File: src/rtl/psg_pkg.sv
// -----------------------------------------------------------------------------
// psg_pkg
//   Shared types, the YM log volume table and register-map helpers for the
//   multi-channel PSG (psg_multi and psg_tone_ch).
//   Optional feature macro: PSG_STEREO_EN (adds the PAN register to the map).
// -----------------------------------------------------------------------------
package psg_pkg;

    typedef enum logic [1:0] {
        ENV_DOWN,
        ENV_UP,
        ENV_HOLD
    } env_state_t;

    // 5-bit volume index to 8-bit DAC level, logarithmic YM-style curve.
    localparam logic [7:0] VOL_YM [32] = '{
        8'd0,   8'd1,   8'd1,   8'd2,   8'd2,   8'd3,   8'd3,   8'd4,
        8'd5,   8'd6,   8'd7,   8'd8,   8'd9,   8'd11,  8'd13,  8'd16,
        8'd19,  8'd22,  8'd26,  8'd31,  8'd37,  8'd44,  8'd52,  8'd62,
        8'd74,  8'd88,  8'd104, 8'd124, 8'd147, 8'd175, 8'd208, 8'd255
    };

    // Register map: tone lo/hi pairs, noise, mixer, volumes, envelope, [pan].
    function automatic int reg_noise(input int nch);
        return 2 * nch;
    endfunction

    function automatic int reg_mixer(input int nch);
        return 2 * nch + 1;
    endfunction

    function automatic int reg_vol(input int nch);
        return 2 * nch + 2;
    endfunction

    // ENV_LO at this offset, ENV_HI at +1, ENV_SHAPE at +2.
    function automatic int reg_env(input int nch);
        return 3 * nch + 2;
    endfunction

    function automatic int reg_pan(input int nch);
        return 3 * nch + 5;
    endfunction

    function automatic int map_size(input int nch);
`ifdef PSG_STEREO_EN
        return 3 * nch + 6;
`else
        return 3 * nch + 5;
`endif
    endfunction

endpackage

File: src/rtl/psg_tone_ch.sv
// -----------------------------------------------------------------------------
// psg_tone_ch
//   One PSG channel: tone period counter, square output, tone/noise gate and
//   volume select through the log table.
//   Ports:
//     clk_i, rst_ni   clock, async active-low reset
//     period_i        tone period (0 behaves as 1)
//     tick_i          tone tick from the shared prescaler
//     tone_off_i      mixer tone-disable bit for this channel
//     noise_off_i     mixer noise-disable bit for this channel
//     vol_i           [4] envelope mode, [3:0] fixed level
//     env_vol_i       shared envelope volume
//     lfsr0_i         noise bit
//     level_o         combinational DAC level (registered by the top)
// -----------------------------------------------------------------------------
module psg_tone_ch
    import psg_pkg::*;
#(
    parameter int TONE_W = 12
) (
    input  logic              clk_i,
    input  logic              rst_ni,
    input  logic [TONE_W-1:0] period_i,
    input  logic              tick_i,
    input  logic              tone_off_i,
    input  logic              noise_off_i,
    input  logic [4:0]        vol_i,
    input  logic [4:0]        env_vol_i,
    input  logic              lfsr0_i,
    output logic [7:0]        level_o
);

    logic [TONE_W-1:0] cnt_q, cnt_d, per_m1;
    logic              sq_q, sq_d;
    logic              gate_on;
    logic [4:0]        vol_idx;

    always_comb begin
        // NOTE: every output of this block gets a default first so no path leaves it unassigned (no latch).
        cnt_d = cnt_q;
        sq_d  = sq_q;
        per_m1 = (period_i == '0) ? '0 : period_i - TONE_W'(1);
        if (tick_i) begin
            // ">=" rather than "==": a period lowered below the current count
            // wraps on the next tick instead of running out to the top.
            if (cnt_q >= per_m1) begin
                cnt_d = '0;
                sq_d  = ~sq_q;
            end else begin
                cnt_d = cnt_q + TONE_W'(1);
            end
        end
        gate_on = (tone_off_i | sq_q) & (noise_off_i | lfsr0_i);
        vol_idx = vol_i[4] ? env_vol_i : {vol_i[3:0], vol_i[3]};
        level_o = gate_on ? VOL_YM[vol_idx] : 8'h00;
    end

    always_ff @(posedge clk_i or negedge rst_ni) begin
        // NOTE: state is updated with <= so every register samples pre-edge values.
        if (!rst_ni) begin
            cnt_q <= '0;
            sq_q  <= 1'b0;
        end else begin
            cnt_q <= cnt_d;
            sq_q  <= sq_d;
        end
    end

endmodule

File: src/rtl/psg_multi.sv
// -----------------------------------------------------------------------------
// psg_multi
//   NCH-channel AY-style PSG with shared noise LFSR and envelope, per-channel
//   log DAC levels, a registered summed MIX output and optional stereo pan.
//   Optional feature macro: PSG_STEREO_EN (PAN register, L_OUT/R_OUT ports).
//   Ports:
//     CLK, RESET_N    clock, async active-low reset
//     CE              PSG clock enable (prescaler, tone, noise, envelope)
//     BDIR, BC, DI    bus: BDIR rising edge takes a cycle; BC=1 address, 0 data
//     DO              readback of the addressed register, 0 past the map
//     LEVEL           per-channel DAC level, ch0 in [7:0] (registered)
//     MIX             sum of all LEVEL channels (registered)
//     L_OUT, R_OUT    [PSG_STEREO_EN] panned left/right sums (registered)
// -----------------------------------------------------------------------------
module psg_multi
    import psg_pkg::*;
#(
    parameter int NCH    = 3,
    parameter int TONE_W = 12,
    parameter int PRESC  = 8
) (
    input  logic                        CLK,
    input  logic                        RESET_N,
    input  logic                        CE,
    input  logic                        BDIR,
    input  logic                        BC,
    input  logic [7:0]                  DI,
    output logic [7:0]                  DO,
    output logic [8*NCH-1:0]            LEVEL,
    output logic [8+$clog2(NCH+1)-1:0]  MIX
`ifdef PSG_STEREO_EN
    ,
    output logic [9:0]                  L_OUT,
    output logic [9:0]                  R_OUT
`endif
);

    localparam int MAP     = map_size(NCH);
    localparam int AW      = $clog2(MAP);
    localparam int MW      = 8 + $clog2(NCH + 1);
    localparam int PW      = $clog2(PRESC);
    localparam int R_NOISE = reg_noise(NCH);
    localparam int R_MIXER = reg_mixer(NCH);
    localparam int R_VOL   = reg_vol(NCH);
    localparam int R_ENV   = reg_env(NCH);

    // ---------------- bus and register file ----------------
    logic              bdir_q;
    logic [AW-1:0]     addr_q;
    logic [TONE_W-1:0] tone_per_q [NCH];
    logic [4:0]        vol_q      [NCH];
    logic [4:0]        noise_per_q;
    logic [7:0]        mixer_q;
    logic [15:0]       env_per_q;
    logic [3:0]        shape_q;
`ifdef PSG_STEREO_EN
    logic [2*NCH-1:0]  pan_q;
`endif
    logic              bus_cyc, wr, wr_shape;

    assign bus_cyc  = BDIR & ~bdir_q;
    assign wr       = bus_cyc & ~BC;
    assign wr_shape = wr && (addr_q == AW'(R_ENV + 2));

    always_ff @(posedge CLK or negedge RESET_N) begin
        if (!RESET_N) begin
            bdir_q      <= 1'b0;
            addr_q      <= '0;
            // NOTE: the small register file is reset in full because every field has a defined reset value.
            for (int i = 0; i < NCH; i++) begin
                tone_per_q[i] <= '0;
                vol_q[i]      <= '0;
            end
            noise_per_q <= '0;
            mixer_q     <= 8'hFF;
            env_per_q   <= '0;
            shape_q     <= '0;
`ifdef PSG_STEREO_EN
            pan_q       <= '1;
`endif
        end else begin
            bdir_q <= BDIR;
            if (bus_cyc && BC) addr_q <= DI[AW-1:0];
            if (wr) begin
                for (int i = 0; i < NCH; i++) begin
                    if (addr_q == AW'(2 * i))     tone_per_q[i][7:0]        <= DI;
                    if (addr_q == AW'(2 * i + 1)) tone_per_q[i][TONE_W-1:8] <= DI[TONE_W-9:0];
                    if (addr_q == AW'(R_VOL + i)) vol_q[i]                  <= DI[4:0];
                end
                if (addr_q == AW'(R_NOISE))   noise_per_q     <= DI[4:0];
                if (addr_q == AW'(R_MIXER))   mixer_q         <= DI;
                if (addr_q == AW'(R_ENV))     env_per_q[7:0]  <= DI;
                if (addr_q == AW'(R_ENV + 1)) env_per_q[15:8] <= DI;
                if (wr_shape)                 shape_q         <= DI[3:0];
`ifdef PSG_STEREO_EN
                if (addr_q == AW'(reg_pan(NCH))) pan_q <= DI[2*NCH-1:0];
`endif
            end
        end
    end

    always_comb begin
        DO = 8'h00;
        for (int i = 0; i < NCH; i++) begin
            if (addr_q == AW'(2 * i))     DO = tone_per_q[i][7:0];
            if (addr_q == AW'(2 * i + 1)) DO = 8'(tone_per_q[i][TONE_W-1:8]);
            if (addr_q == AW'(R_VOL + i)) DO = {3'b000, vol_q[i]};
        end
        if (addr_q == AW'(R_NOISE))   DO = {3'b000, noise_per_q};
        if (addr_q == AW'(R_MIXER))   DO = mixer_q;
        if (addr_q == AW'(R_ENV))     DO = env_per_q[7:0];
        if (addr_q == AW'(R_ENV + 1)) DO = env_per_q[15:8];
        if (addr_q == AW'(R_ENV + 2)) DO = {4'h0, shape_q};
`ifdef PSG_STEREO_EN
        if (addr_q == AW'(reg_pan(NCH))) DO = 8'(pan_q);
`endif
    end

    // ---------------- prescaler, noise, envelope timing ----------------
    logic [PW-1:0] presc_q, presc_d;
    logic          ndiv_q, ndiv_d;
    logic [4:0]    ncnt_q, ncnt_d, noise_per_m1;
    logic [16:0]   lfsr_q, lfsr_d;
    logic [15:0]   env_cnt_q, env_cnt_d, env_per_m1;
    logic          tone_tick, noise_tick, env_tick;

    always_comb begin
        presc_d    = presc_q;
        ndiv_d     = ndiv_q;
        ncnt_d     = ncnt_q;
        lfsr_d     = lfsr_q;
        env_cnt_d  = env_cnt_q;
        env_tick   = 1'b0;
        tone_tick  = CE && (presc_q == '0);
        noise_tick = tone_tick && ndiv_q;
        noise_per_m1 = (noise_per_q == '0) ? '0 : noise_per_q - 5'd1;
        env_per_m1   = (env_per_q == '0) ? '0 : env_per_q - 16'd1;
        if (CE) presc_d = (presc_q == '0) ? PW'(PRESC - 1) : presc_q - PW'(1);
        if (tone_tick) begin
            ndiv_d = ~ndiv_q;
            if (env_cnt_q >= env_per_m1) begin
                env_cnt_d = '0;
                env_tick  = 1'b1;
            end else begin
                env_cnt_d = env_cnt_q + 16'd1;
            end
        end
        if (noise_tick) begin
            if (ncnt_q >= noise_per_m1) begin
                ncnt_d = '0;
                lfsr_d = (lfsr_q == '0) ? 17'h1 : {lfsr_q[0] ^ lfsr_q[3], lfsr_q[16:1]};
            end else begin
                ncnt_d = ncnt_q + 5'd1;
            end
        end
    end

    // ---------------- envelope FSM ----------------
    env_state_t env_state_q, env_state_d;
    logic [4:0] env_vol_q, env_vol_d;
    logic       restart_q, restart_d;
    logic       sh_c, sh_at, sh_al, sh_h, at_end, going_up;

    assign {sh_c, sh_at, sh_al, sh_h} = shape_q;

    always_comb begin
        env_state_d = env_state_q;
        env_vol_d   = env_vol_q;
        // A shape write arms restart; it is consumed by the first later CE.
        restart_d   = wr_shape ? 1'b1 : (CE ? 1'b0 : restart_q);
        going_up    = (env_state_q == ENV_UP);
        at_end      = (going_up && env_vol_q == 5'd31) ||
                      (env_state_q == ENV_DOWN && env_vol_q == 5'd0);
        if (CE && restart_q) begin
            env_state_d = sh_at ? ENV_UP : ENV_DOWN;
            env_vol_d   = sh_at ? 5'd0 : 5'd31;
        end else if (env_tick && env_state_q != ENV_HOLD) begin
            if (at_end) begin
                if (!sh_c) begin
                    env_state_d = ENV_HOLD;
                    env_vol_d   = 5'd0;
                end else if (sh_h) begin
                    env_state_d = ENV_HOLD;
                    env_vol_d   = env_vol_q ^ {5{sh_al}};
                end else if (sh_al) begin
                    env_state_d = going_up ? ENV_DOWN : ENV_UP;
                end else begin
                    env_vol_d   = ~env_vol_q;
                end
            end else begin
                env_vol_d = going_up ? env_vol_q + 5'd1 : env_vol_q - 5'd1;
            end
        end
    end

    always_ff @(posedge CLK or negedge RESET_N) begin
        if (!RESET_N) begin
            presc_q     <= '0;
            ndiv_q      <= 1'b0;
            ncnt_q      <= '0;
            lfsr_q      <= 17'h1;
            env_cnt_q   <= '0;
            env_state_q <= ENV_HOLD;
            env_vol_q   <= '0;
            restart_q   <= 1'b0;
        end else begin
            presc_q     <= presc_d;
            ndiv_q      <= ndiv_d;
            ncnt_q      <= ncnt_d;
            lfsr_q      <= lfsr_d;
            env_cnt_q   <= env_cnt_d;
            env_state_q <= env_state_d;
            env_vol_q   <= env_vol_d;
            restart_q   <= restart_d;
        end
    end

    // ---------------- channels and output registers ----------------
    logic [7:0] lvl [NCH];

    for (genvar g = 0; g < NCH; g++) begin : g_ch
        psg_tone_ch #(.TONE_W(TONE_W)) u_ch (
            .clk_i      (CLK),
            .rst_ni     (RESET_N),
            .period_i   (tone_per_q[g]),
            .tick_i     (tone_tick),
            .tone_off_i (mixer_q[g]),
            .noise_off_i(mixer_q[4+g]),
            .vol_i      (vol_q[g]),
            .env_vol_i  (env_vol_q),
            .lfsr0_i    (lfsr_q[0]),
            .level_o    (lvl[g])
        );
    end

    logic [8*NCH-1:0] level_q, level_d;
    logic [MW-1:0]    mix_q, mix_d;
`ifdef PSG_STEREO_EN
    logic [9:0]       l_q, l_d, r_q, r_d;
`endif

    always_comb begin
        level_d = '0;
        mix_d   = '0;
`ifdef PSG_STEREO_EN
        l_d = '0;
        r_d = '0;
`endif
        for (int i = 0; i < NCH; i++) begin
            level_d[8*i +: 8] = lvl[i];
            mix_d = mix_d + MW'(lvl[i]);
`ifdef PSG_STEREO_EN
            if (pan_q[2*i])     l_d = l_d + 10'(lvl[i]);
            if (pan_q[2*i + 1]) r_d = r_d + 10'(lvl[i]);
`endif
        end
    end

    always_ff @(posedge CLK or negedge RESET_N) begin
        if (!RESET_N) begin
            level_q <= '0;
            mix_q   <= '0;
`ifdef PSG_STEREO_EN
            l_q     <= '0;
            r_q     <= '0;
`endif
        end else begin
            level_q <= level_d;
            mix_q   <= mix_d;
`ifdef PSG_STEREO_EN
            l_q     <= l_d;
            r_q     <= r_d;
`endif
        end
    end

    assign LEVEL = level_q;
    assign MIX   = mix_q;
`ifdef PSG_STEREO_EN
    assign L_OUT = l_q;
    assign R_OUT = r_q;
`endif

endmodule

File: config.mk
export PLATFORM = sky130hd
export DESIGN_NAME = psg_multi
export DESIGN_NICKNAME = d
export VERILOG_FILES = /design/src/rtl/psg_pkg.sv /design/src/rtl/psg_tone_ch.sv /design/src/rtl/psg_multi.sv
export SDC_FILE = /design/constraint.sdc
export NUM_CORES = 1
export LEC_CHECK = 0
export CAP_MARGIN = 25
export CORE_MARGIN = 4
export CORE_UTILIZATION = 45
export CTS_CLUSTER_SIZE = 16
export DETAILED_ROUTE_END_ITERATION = 10
export SETUP_SLACK_MARGIN = 0.5
export SLEW_MARGIN = 15
export SYNTH_ARGS = -nofsm -noshare
export SYNTH_HDL_FRONTEND = slang
export SYNTH_SLANG_ARGS = --single-unit
export TNS_END_PERCENT = 1
File: constraint.sdc
create_clock -name CLK -period 5.4 [get_ports CLK]
set_input_delay 0.54 -clock CLK [delete_from_list [all_inputs] [get_ports CLK]]
set_output_delay 0.54 -clock CLK [all_outputs]
set_load 0.05 [all_outputs]
Word level (Yosys, flattened, before mapping)
Memories as Yosys holds them, arrays and structs flattened.
Cells that the tools add are included.
{"block": "op_classes", "n_eq_ne": 18, "n_bitwise": 23, "muxes": 58, "addsub": 15, "order_cmp": 8, "n_reduce_logical": 42}
{"cell": "$mux W8", "count": 23}
{"cell": "$mux W12", "count": 6}
{"cell": "$mux W5", "count": 13}
{"cell": "$reduce_and A2 Y1", "count": 19}
{"cell": "$add A12 B1 Y12 const B", "count": 3}
{"cell": "$ge A12 B12 Y1", "count": 3}
{"cell": "$logic_not A12 Y1", "count": 3}
{"cell": "$sub A12 B1 Y12 const B", "count": 3}
{"cell": "$mux W16", "count": 2}
{"cell": "$eq A4 B4 Y1 const B", "count": 6}
{"cell": "$ge A6 B6 Y1 const B", "count": 3}
{"cell": "$not A5 Y6", "count": 3}
{"cell": "$logic_not A17 Y1", "count": 1}
{"cell": "$mux W17", "count": 1}
{"cell": "$add A16 B1 Y16 const B", "count": 1}
{"cell": "$eq A4 B3 Y1 const B", "count": 4}
{"cell": "$ge A16 B16 Y1", "count": 1}
{"cell": "$logic_not A16 Y1", "count": 1}
{"cell": "$sub A16 B1 Y16 const B", "count": 1}
{"cell": "$mux W2", "count": 6}
{"cell": "$add A5 B1 Y5 const B", "count": 2}
{"cell": "$add A9 B8 Y10", "count": 1}
{"cell": "$logic_not A5 Y1", "count": 2}
{"cell": "$sub A5 B1 Y5 const B", "count": 2}
{"cell": "other kinds (25)", "count": 54}
{"block": "totals", "out_inout_bits": 42, "regBits": 212, "elab_cells": 199, "memories": 3, "inputBits": 13, "romBits": 768}
{"memory": "(name not given)", "depth": 32, "width": 8, "read_ports": 1, "rd_clocked_by_memory_dff": 0, "write_ports": 0, "line_no": "psg_tone_ch.sv:55", "rtl": "level_o = gate_on ? VOL_YM[vol_idx] : 8'h00;"}
{"memory": "(name not given)", "depth": 32, "width": 8, "read_ports": 1, "rd_clocked_by_memory_dff": 0, "write_ports": 0, "line_no": "psg_tone_ch.sv:55"}
{"memory": "(name not given)", "depth": 32, "width": 8, "read_ports": 1, "rd_clocked_by_memory_dff": 0, "write_ports": 0, "line_no": "psg_tone_ch.sv:55"}

Longest topological paths before layout
Gate-level depths: netlist of run 1.
{"block": "depth", "ltp_word": 15, "ltp_mapped": 19, "depth_no_buf": 18}

Modules after synthesis
A second synthesis of run 1 with hierarchy kept.
{"block": "hier_totals", "hier_cells": 1406, "area_unflattened_um2": 13902.1}
{"mod": "psg_multi", "cells_per_inst": 815, "area_per_inst_um2": 9048.7, "seq_area_each_um2": 4341.7, "n_inst": 1}
{"mod": "psg_tone_ch (g_ch[0].u_ch ...)", "cells_per_inst": 197, "area_per_inst_um2": 1616.6, "seq_area_each_um2": 325.3, "n_inst": 2}
{"mod": "psg_tone_ch (g_ch[2].u_ch)", "cells_per_inst": 197, "area_per_inst_um2": 1620.3, "seq_area_each_um2": 325.3, "n_inst": 1}

Worst setup path before layout of run 1
Ideal clock, no wire load.
{"block": "synth_path", "path_type": "register to register", "from": "register vol_q[4] in the netlist's numbering", "to": "register mix_q[9], in the netlist MIX[9]", "period_less_slack_ps": 4033, "path_stages_with_launch": 20, "setup_time_ps": 119, "setup_slack_ps": 1367, "arrival_time_ps": 3914, "required_ps": 5281, "n_path_buf": 1, "cell_sequence": "dfrtp_1 > clkbuf_1 > mux2i_1 > inv_1 > ha_1 > nor2_1 > a21oi_1 > nor2_1 > a21oi_1 > a21oi_1 > nor2_1 > fa_1 > ha_1 > fa_1 > a21o_1 > a21oi_1 > o21bai_1 > a21oi_1 > nor2b_1 > o21a_1"}
{"block": "synth_via", "elab_chain_len": 7}
{"item": "start, declared", "line_no": "psg_multi.sv:51", "rtl": "logic [4:0] vol_q [NCH];"}
{"item": "start signal, assigned by index", "line_no": "psg_multi.sv:88", "rtl": "if (addr_q == AW'(R_VOL + i)) vol_q[i] <= DI[4:0];"}
{"item": "$mux W5", "line_no": "psg_tone_ch.sv:54", "rtl": "vol_idx = vol_i[4] ? env_vol_i : {vol_i[3:0], vol_i[3]};"}
{"item": "$not A5 Y6 (not written as such)", "line_no": "psg_tone_ch.sv:55"}
{"item": "$mem_v2 Z32 W8"}
{"item": "$mux W8 (not written as such) (2 in a row)", "line_no": "psg_tone_ch.sv:55"}
{"item": "$mux W8", "line_no": "psg_tone_ch.sv:55"}
{"item": "net g_ch[2].u_ch.level_o[1]", "line_no": "psg_tone_ch.sv:30", "rtl": "output logic [7:0] level_o"}
{"item": "$add A9 B8 Y10", "line_no": "psg_multi.sv:251", "rtl": "mix_d = mix_d + MW'(lvl[i]);"}
{"item": "net mix_d[9]", "line_no": "psg_multi.sv:237", "rtl": "logic [MW-1:0] mix_q, mix_d;"}
{"item": "end signal, assigned", "line_no": "psg_multi.sv:269", "rtl": "mix_q <= mix_d;"}
{"item": "end, declared", "line_no": "psg_multi.sv:237"}
The timed path passes the listed nets, and every way through them passes these cells. The select of a mux whose other input is x is not followed.
A chain may end at the register's enable or synchronous reset.

Final worst setup path of run 1
{"block": "layout_path", "from": "register addr_q[2]", "to": "output port DO[0]"}
{"block": "layout_via", "elab_chain_len": 15, "word_cells_on_any_way": 28, "classes_between": "eq/ne: 13; mux: 14; reduce/logical: 1"}
{"item": "start, declared", "line_no": "psg_multi.sv:49", "rtl": "logic [AW-1:0] addr_q;"}
{"item": "start signal, assigned", "line_no": "psg_multi.sv:83", "rtl": "if (bus_cyc && BC) addr_q <= DI[AW-1:0];"}
{"item": "$logic_not A4 Y1", "line_no": "psg_multi.sv:105", "rtl": "if (addr_q == AW'(2 * i)) DO = tone_per_q[i][7:0];"}
{"item": "$mux W8", "line_no": "psg_multi.sv:105"}
{"item": "$mux W8", "line_no": "psg_multi.sv:106", "rtl": "if (addr_q == AW'(2 * i + 1)) DO = 8'(tone_per_q[i][TONE_W-1:8]);"}
{"item": "$mux W8", "line_no": "psg_multi.sv:107", "rtl": "if (addr_q == AW'(R_VOL + i)) DO = {3'b000, vol_q[i]};"}
{"item": "$mux W8", "line_no": "psg_multi.sv:105"}
{"item": "$mux W8", "line_no": "psg_multi.sv:106"}
{"item": "$mux W8", "line_no": "psg_multi.sv:107"}
{"item": "$mux W8", "line_no": "psg_multi.sv:105"}
{"item": "$mux W8", "line_no": "psg_multi.sv:106"}
{"item": "$mux W8", "line_no": "psg_multi.sv:107"}
{"item": "$mux W8", "line_no": "psg_multi.sv:109", "rtl": "if (addr_q == AW'(R_NOISE)) DO = {3'b000, noise_per_q};"}
{"item": "$mux W8", "line_no": "psg_multi.sv:110", "rtl": "if (addr_q == AW'(R_MIXER)) DO = mixer_q;"}
{"item": "$mux W8", "line_no": "psg_multi.sv:111", "rtl": "if (addr_q == AW'(R_ENV)) DO = env_per_q[7:0];"}
{"item": "$mux W8", "line_no": "psg_multi.sv:112", "rtl": "if (addr_q == AW'(R_ENV + 1)) DO = env_per_q[15:8];"}
{"item": "$mux W8 *", "line_no": "psg_multi.sv:113", "rtl": "if (addr_q == AW'(R_ENV + 2)) DO = {4'h0, shape_q};"}
{"item": "end, declared", "line_no": "psg_multi.sv:28", "rtl": "output logic [7:0] DO,"}
Mark *: on every way between the ends. The rest lies on a longest branch, timed or not.

==> impl_metrics.toml, run 1 <==
[setup_path]
cp_max_fo = 27
crit_path_end_kind = "output pin"
r2r_start = "vol_q[4]$_DFFE_PN0P_"
crit_path_start_kind = "register"
path_class = "register to output pin"
r2r-end = "MIX[9]$_DFF_PN0_"
r2r_setup_slack_ns = 0.99
cp-startpoint = "addr_q[2]$_DFFE_PN0P_"
path_cells = "nor2b_1 > nand2_1 > o21ai_0 > a21oi_1 > a221oi_1 > a221oi_1 > clkdlybuf4s50_1"
ff2ff_path_depth = 18
cp_data_arrival_time_ns = 3.88
crit_slowest_cell = "dfrtp_1"
worstPathRequired_ns = 4.86
critical-path-max-stage-delay_ns = 0.96
crit_path_frequent_cell = "a221oi_1"

[sta]
fin_crit_ns = 4.416
rsz0062_at_grt = "false"
max_slew_margin_pct = 34.02
worstMarginPinSlew_ns = 0.9622
clock-skew-final_ns = 0.01699
report.final.slew_viol_count = 0
fmax_mhz = 226.5
period_share_pct = 81.77
hold_violations = 0
setup_viol_count_final = 0
setup_tns_ns = 0
fin_hold_ws_ns = 0.5023

[pwr]
p_sw_share_pct = 41.15
power_density_nw_per_um2 = 488.6
intPower_mw = 4.391
pwr-share-clk_pct = 23.6
combPwrFrac_pct = 42.8
ir_drop_mv = 0.3057
power_switching_mw = 3.070
power.share.sequential_pct = 33.6
p_leak_nw = 7.033

[cells_and_area]
drive_gt1_share_pct = 13.19
syn_to_final_growth_pct = 12.79
nFillCells = 2714
diodes = 0
layout_commonest_cell = "dfrtp_1"
final_cell_mix = "202 x dfrtp_1, 155 x nand2_1, 112 x mux2_2"
seqCellArea_um2 = 5318
fin_nets = 1566
multi_input_area_um2 = 7804

[detailed_routing]
drc = 0
drtAntennaViolNets = 0
drt-total-wl_mm = 34.62
via_count = 10756
drtPass1Iterations = 5
detail_route.wl_per_cell_um = 18.68
vias_per_cell = 5.805
drt-initial-drc-count = 829

[worst_hold_path]
min_path_type = "register to register"
holdPathStages = 1
hold-path-endpoint = "g_ch[2].u_ch.sq_q$_DFFE_PN0P_"
hold_path_startpoint = "g_ch[2].u_ch.sq_q$_DFFE_PN0P_"

[yosys]
synth_edf_count = 0
synth_nets = 1533
syn_inst = 1412
ys_async_sr_fraction_pct = 100.0
yosys_warnings = 0
syn_area_um2 = 13540
syn_area_per_cell_um2 = 9.587
ys_types = 75
synth_seq_cells = 212
synthFlopType = "dfrtp_1"
ys_seq_area_share_pct = 39.28

[die]
die_h_um = 181.4
die_w_um = 181.4
start_util_pct = 45.67
num_rows = 63
core_area_um2 = 29640
dieArea_um2 = 32920
ios = 55

[placed_design]
place_hpwl_mm = 24.86
place_congestion = 0.8818
portBuffers = 54

[global_routing]
grt_pass1_vias = 10403
antenna_found_initial = 0
grtUsageTotal_pct = 20.81
overflow = 0
grt_pass1_wl_mm = 56.50
grt_max_degree = 137

[clocking]
cts.path.max_buffers = 3
h-tree-depth = 1
clk-insertion-delay-late_ns = 0.54
cts_buffers = 26
postCtsSetupRepairBufs = 0
root_buffer = "clkbuf_16"
cts_tree = "done"
cts_sinks = 212
clkTransAtPathRegs_ns = 0.06
cts-resized-gates = 0

[run_status]
status = "finished, final reports clean"

[flow_run]
drv_cap = 0
## registers in the layout, indices dropped and copies added, names as in the netlist, 8 cells and up
register,cells
g_ch.u_ch.cnt_q,36
vol_q,15
mixer_q,8
env_per_q,16
MIX,10
env_cnt_q,16
LEVEL,24
lfsr_q,17
tone_per_q,36
## synthesized netlist by cell type, types with 12 or more instances
cell type | count | area, µm²
nor3_1 | 43 | 215.2
a211oi_1 | 12 | 90.09
mux2_2 | 112 | 1261
a21oi_1 | 87 | 435.4
nand3_1 | 19 | 95.09
o21ai_0 | 95 | 475.5
xor2_1 | 37 | 324.1
clkbuf_1 | 44 | 165.2
nand2_1 | 155 | 581.8
a22o_1 | 12 | 105.1
nor2b_1 | 32 | 200.2
xnor2_1 | 30 | 262.8
ha_1 | 98 | 1226
and3_1 | 25 | 156.4
dfrtp_1 | 202 | 5055
inv_1 | 40 | 150.1
nand2b_1 | 29 | 181.4
nor2_1 | 99 | 371.6
a21o_1 | 14 | 105.1
o22ai_1 | 16 | 100.1
a31oi_1 | 12 | 75.07
mux2i_1 | 17 | 170.2
## repair_timing
item | CTS | global route
hold buffers | 1 | 0
endpoints found under the hold margin | 1 | 0
setup endpoints to repair | 0 | 0
## final cells by class
class / count / share of cell area, %
Sequential cell: 212 / 34.83
Multi-Input combinational cell: 1100 / 51.11
Inverter: 40 / 0.9834
Clock inverter: 7 / 0.5572
Clock buffer: 39 / 5.113
Tap cell: 390 / 3.196
Timing Repair Buffer: 65 / 4.212
## worst max-delay path: cells and delay by family (launching register included)
kind,cells,cell delay [ns]
AOI/OAI and AO/OA,4,0.84
and+or+nand+nor,2,0.61
buffers and inverters,1,0.93
DFF,1,0.96
## how the worst max path moves through the flow
stage / endpoint / depth (start not counted)
after CTS: MIX[9]$_DFF_PN0_ / 17
after floorplan: MIX[9]$_DFF_PN0_ / 19
after global routing: MIX[9]$_DFF_PN0_ / 18
final: DO[0] / 7
after global placement: MIX[9]$_DFF_PN0_ / 18
after detailed placement: MIX[9]$_DFF_PN0_ / 17
## power groups by stage
stage	combinational [mW]	clock (mW)	sequential, mW
final	3.19	1.76	2.51
after global routing	3.61	1.87	2.58
after CTS	3.20	1.81	2.50
after detailed placement	3.18	0	2.53
after global placement	3.14	0	2.52
after floorplan	2.39	0	2.43
## cell families after synthesis
family          Yosys count  share of synthesized area (%)
buf+inv                 100                          3.087
flops                   212                          39.28
simple gates            476                          17.23
xor+xnor                 68                          4.511
mux                     129                          10.57
fa+ha+maj               108                          10.54
compound gates          319                          14.78
## through the flow
stage / instance area, µm² / util (%) / cells / setup slack, ns / total power [mW]
6_report: 15270 / 51.52 / 1853 / 0.9843 / 7.460
5_1_grt: 15270 / 51.52 / 1853 / 0.5452 / 8.053
4_1_cts: 15270 / 51.52 / 1853 / 1.009 / 7.510
3_5_place_dp: 14390 / 48.56 / 1806 / 1.007 / 5.711
3_3_place_gp: 14390 / 48.56 / 1806 / 1.066 / 5.659
2_1_floorplan: 13540 / - / 1412 / 1.367 / 4.822
## per-layer routing
| layer | share of wire, % | vias up | routed length, µm | track usage [%] |
|---|---|---|---|---|
| li1 | - | 5148 | - | - |
| met1 | 47 | 5309 | 16270 | 30.60 |
| met2 | 46 | 259 | 15970 | 32.90 |
| met3 | 5.2 | 40 | 1816 | 3.225 |
| met4 | 1.6 | 0 | 562 | 4.203 |
| met5 | 0 | - | 0 | 0 |
No activity file was read; power rests on OpenSTA's default activity.
==> run 2: changes to the inputs <==
==> constraint.sdc (replaced) <==
create_clock -name CLK -period 4.54 [get_ports CLK]
set_input_delay 0.454 -clock CLK [delete_from_list [all_inputs] [get_ports CLK]]
set_output_delay 0.454 -clock CLK [all_outputs]
set_load 0.05 [all_outputs]
==> run 2 against run 1 <==
Setup slack got worse by 0.57 ns; sequential cell count unchanged; design area increased by 1.5%; register-to-register slack got worse by 0.57 ns; sequential share of layout area decreased by 0.49 points; clock power increased by 21%; critical path depth increased by 7; clock skew decreased by 0.0031 ns; non-clock buffer count increased by 22; critical endpoint is now env_vol_q[4]$_DFFE_PN0P_; largest power group unchanged.
==> impl_metrics.toml, run 2 (synthesized netlist as in run 1, its figures left out) <==
[clocking]
clkTransAtPathRegs_ns = 0.06
cts_sinks = 212
h-tree-depth = 1
cts_tree = "done"
cts_buffers = 26
root_buffer = "clkbuf_16"
clk-insertion-delay-late_ns = 0.53
cts.path.max_buffers = 3

[detailed_routing]
drtPass1Iterations = 5
vias_per_cell = 5.725
detail_route.wl_per_cell_um = 18.81
drc = 0
drtAntennaViolNets = 0
drt-total-wl_mm = 35.29
drt-initial-drc-count = 785
via_count = 10740

[cells_and_area]
final_cell_mix = "198 x dfrtp_1, 154 x nand2_1, 112 x mux2_2"
fin_nets = 1588
drive_gt1_share_pct = 15.41
fin_area_um2 = 15500
layout_commonest_cell = "dfrtp_1"
syn_to_final_growth_pct = 14.51
diodes = 0

[sta]
worstMarginPinSlew_ns = 0.9229
fmax_mhz = 242.5
period_share_pct = 90.85
max_slew_margin_pct = 38.00
setup_viol_count_final = 0
setup_tns_ns = 0
report.final.slew_viol_count = 0
clock-skew-final_ns = 0.01393
fin_crit_ns = 4.124
hold_violations = 0
rsz0062_at_grt = "true"

[placed_design]
place_area_um2 = 14510
portBuffers = 54
place_congestion = 0.9342
place_hpwl_mm = 25.58

[worst_hold_path]
min_path_type = "primary input to register"

[setup_path]
cp_max_fo = 7
crit_slowest_cell = "or4_1"
cp_data_arrival_time_ns = 4.53
path_cells = "or4_1 > nor3_2 > nand2_1 > or3_1 > nor3_1 > a21oi_1 > ha_1 > nand4_1 > a211o_1 > o211ai_1 > a41o_1 > nand3_1 > o21a_1 > a221o_1"
worstPathRequired_ns = 4.95
critical-path-max-stage-delay_ns = 0.58
cp_num_buf_inv = 0
crit_path_start_kind = "register"
path_class = "register to register"
cp_top_family = "simple AND/OR/NAND/NOR gates"
crit_path_end_kind = "register"

[global_routing]
grt_pass1_vias = 10764
top_usage_layer = "met2"
grtUsageTotal_pct = 21.22
antenna_found_initial = 0
met2_usage_pct = 34.69
grt_max_degree = 106
use_met1_pct = 30.14
overflow = 0
use_met3_pct = 3.125
grt_pass1_wl_mm = 57.50

[die]
die_w_um = 181.4
ios = 55
num_rows = 63
core_area_um2 = 29640
start_util_pct = 45.67
die_h_um = 181.4
dieArea_um2 = 32920

[pwr]
power_density_nw_per_um2 = 585.2
ir_drop_mv = 0.3175
p_leak_nw = 7.154

[flow_run]
drv_cap = 0

[run_status]
status = "finished, final reports clean"
-- run 2: cell types whose count changed in the layout (fill, tap and decap cells not counted), sizes merged --
cell           previous run  this run
dlymetal6s2s              0         1
clkbuf                   39        36
buf                      11        33
bufinv                    2         3
dlygate4sd2               0         1
clkinvlp                  0         3
clkdlybuf4s50            53        51
-- run 2: path summary, 6_finish.rpt --
check | slack (ns) | start | to | cells after the start
setup / recovery | 0.42 | env_per_q[4]$_DFFE_PN0P_ | env_vol_q[4]$_DFFE_PN0P_ | 14
min in group asynchronous | 0.49 | RESET_N | g_ch[2].u_ch.cnt_q[6]$_DFFE_PN0P_ | 2
setup reg to reg | 0.42 | env_per_q[4]$_DFFE_PN0P_ | env_vol_q[4]$_DFFE_PN0P_ | 14
hold / removal | 0.42 | BDIR | bdir_q$_DFF_PN0_ | 1
hold reg to reg | 0.48 | g_ch[2].u_ch.sq_q$_DFFE_PN0P_ | g_ch[2].u_ch.sq_q$_DFFE_PN0P_ | 1
max in group asynchronous | 3.05 | RESET_N | LEVEL[1]$_DFF_PN0_ | 3
-- run 2: metrics by stage --
| step | worst slack (ns) | total power [mW] | hold slack (ns) | instances | utilization [%] |
|---|---|---|---|---|---|
| floorplan | 0.5069 | 5.736 | 0.1584 | 1412 | - |
| global placement | 0.1874 | 6.843 | 0.4650 | 1822 | 48.97 |
| detailed placement | 0.1813 | 6.893 | 0.4647 | 1822 | 48.97 |
| CTS | 0.4301 | 9.089 | 0.4004 | 1870 | 52.04 |
| global route | 0.1996 | 9.803 | 0.4239 | 1876 | 52.30 |
| finish | 0.4156 | 9.071 | 0.4229 | 1876 | 52.30 |
-- run 2: repair_timing --
action                                  4_1_cts  5_1_grt
hold buffers                                  1        0
pin swaps                                     0        1
setup buffers                                 0        6
endpoints found under the hold margin        70        0
gates resized for setup                      10        8
endpoints found under the setup margin       10       41
-- run 2: final cells by class --
cell class / count / area (µm²)
Inverter: 40 / 150.1
Clock buffer: 36 / 739.5
Timing Repair Buffer: 87 / 809.5
Sequential cell: 212 / 5323
Tap cell: 390 / 488.0
Fill cell: 2759 / 14140
Clock inverter: 11 / 137.6
Multi-Input combinational cell: 1100 / 7854
-- run 2: report_power, final --
group	internal (mW)	switching [mW]
combinational	1.69	2.30
sequential	2.34	0.615
clock	1.30	0.825
-- run 2: per-layer routing --
layer	wire [µm]	part of all wire (%)
met5	0	0
met4	762	2.2
met3	1623	4.6
met2	16170	46
met1	16740	47
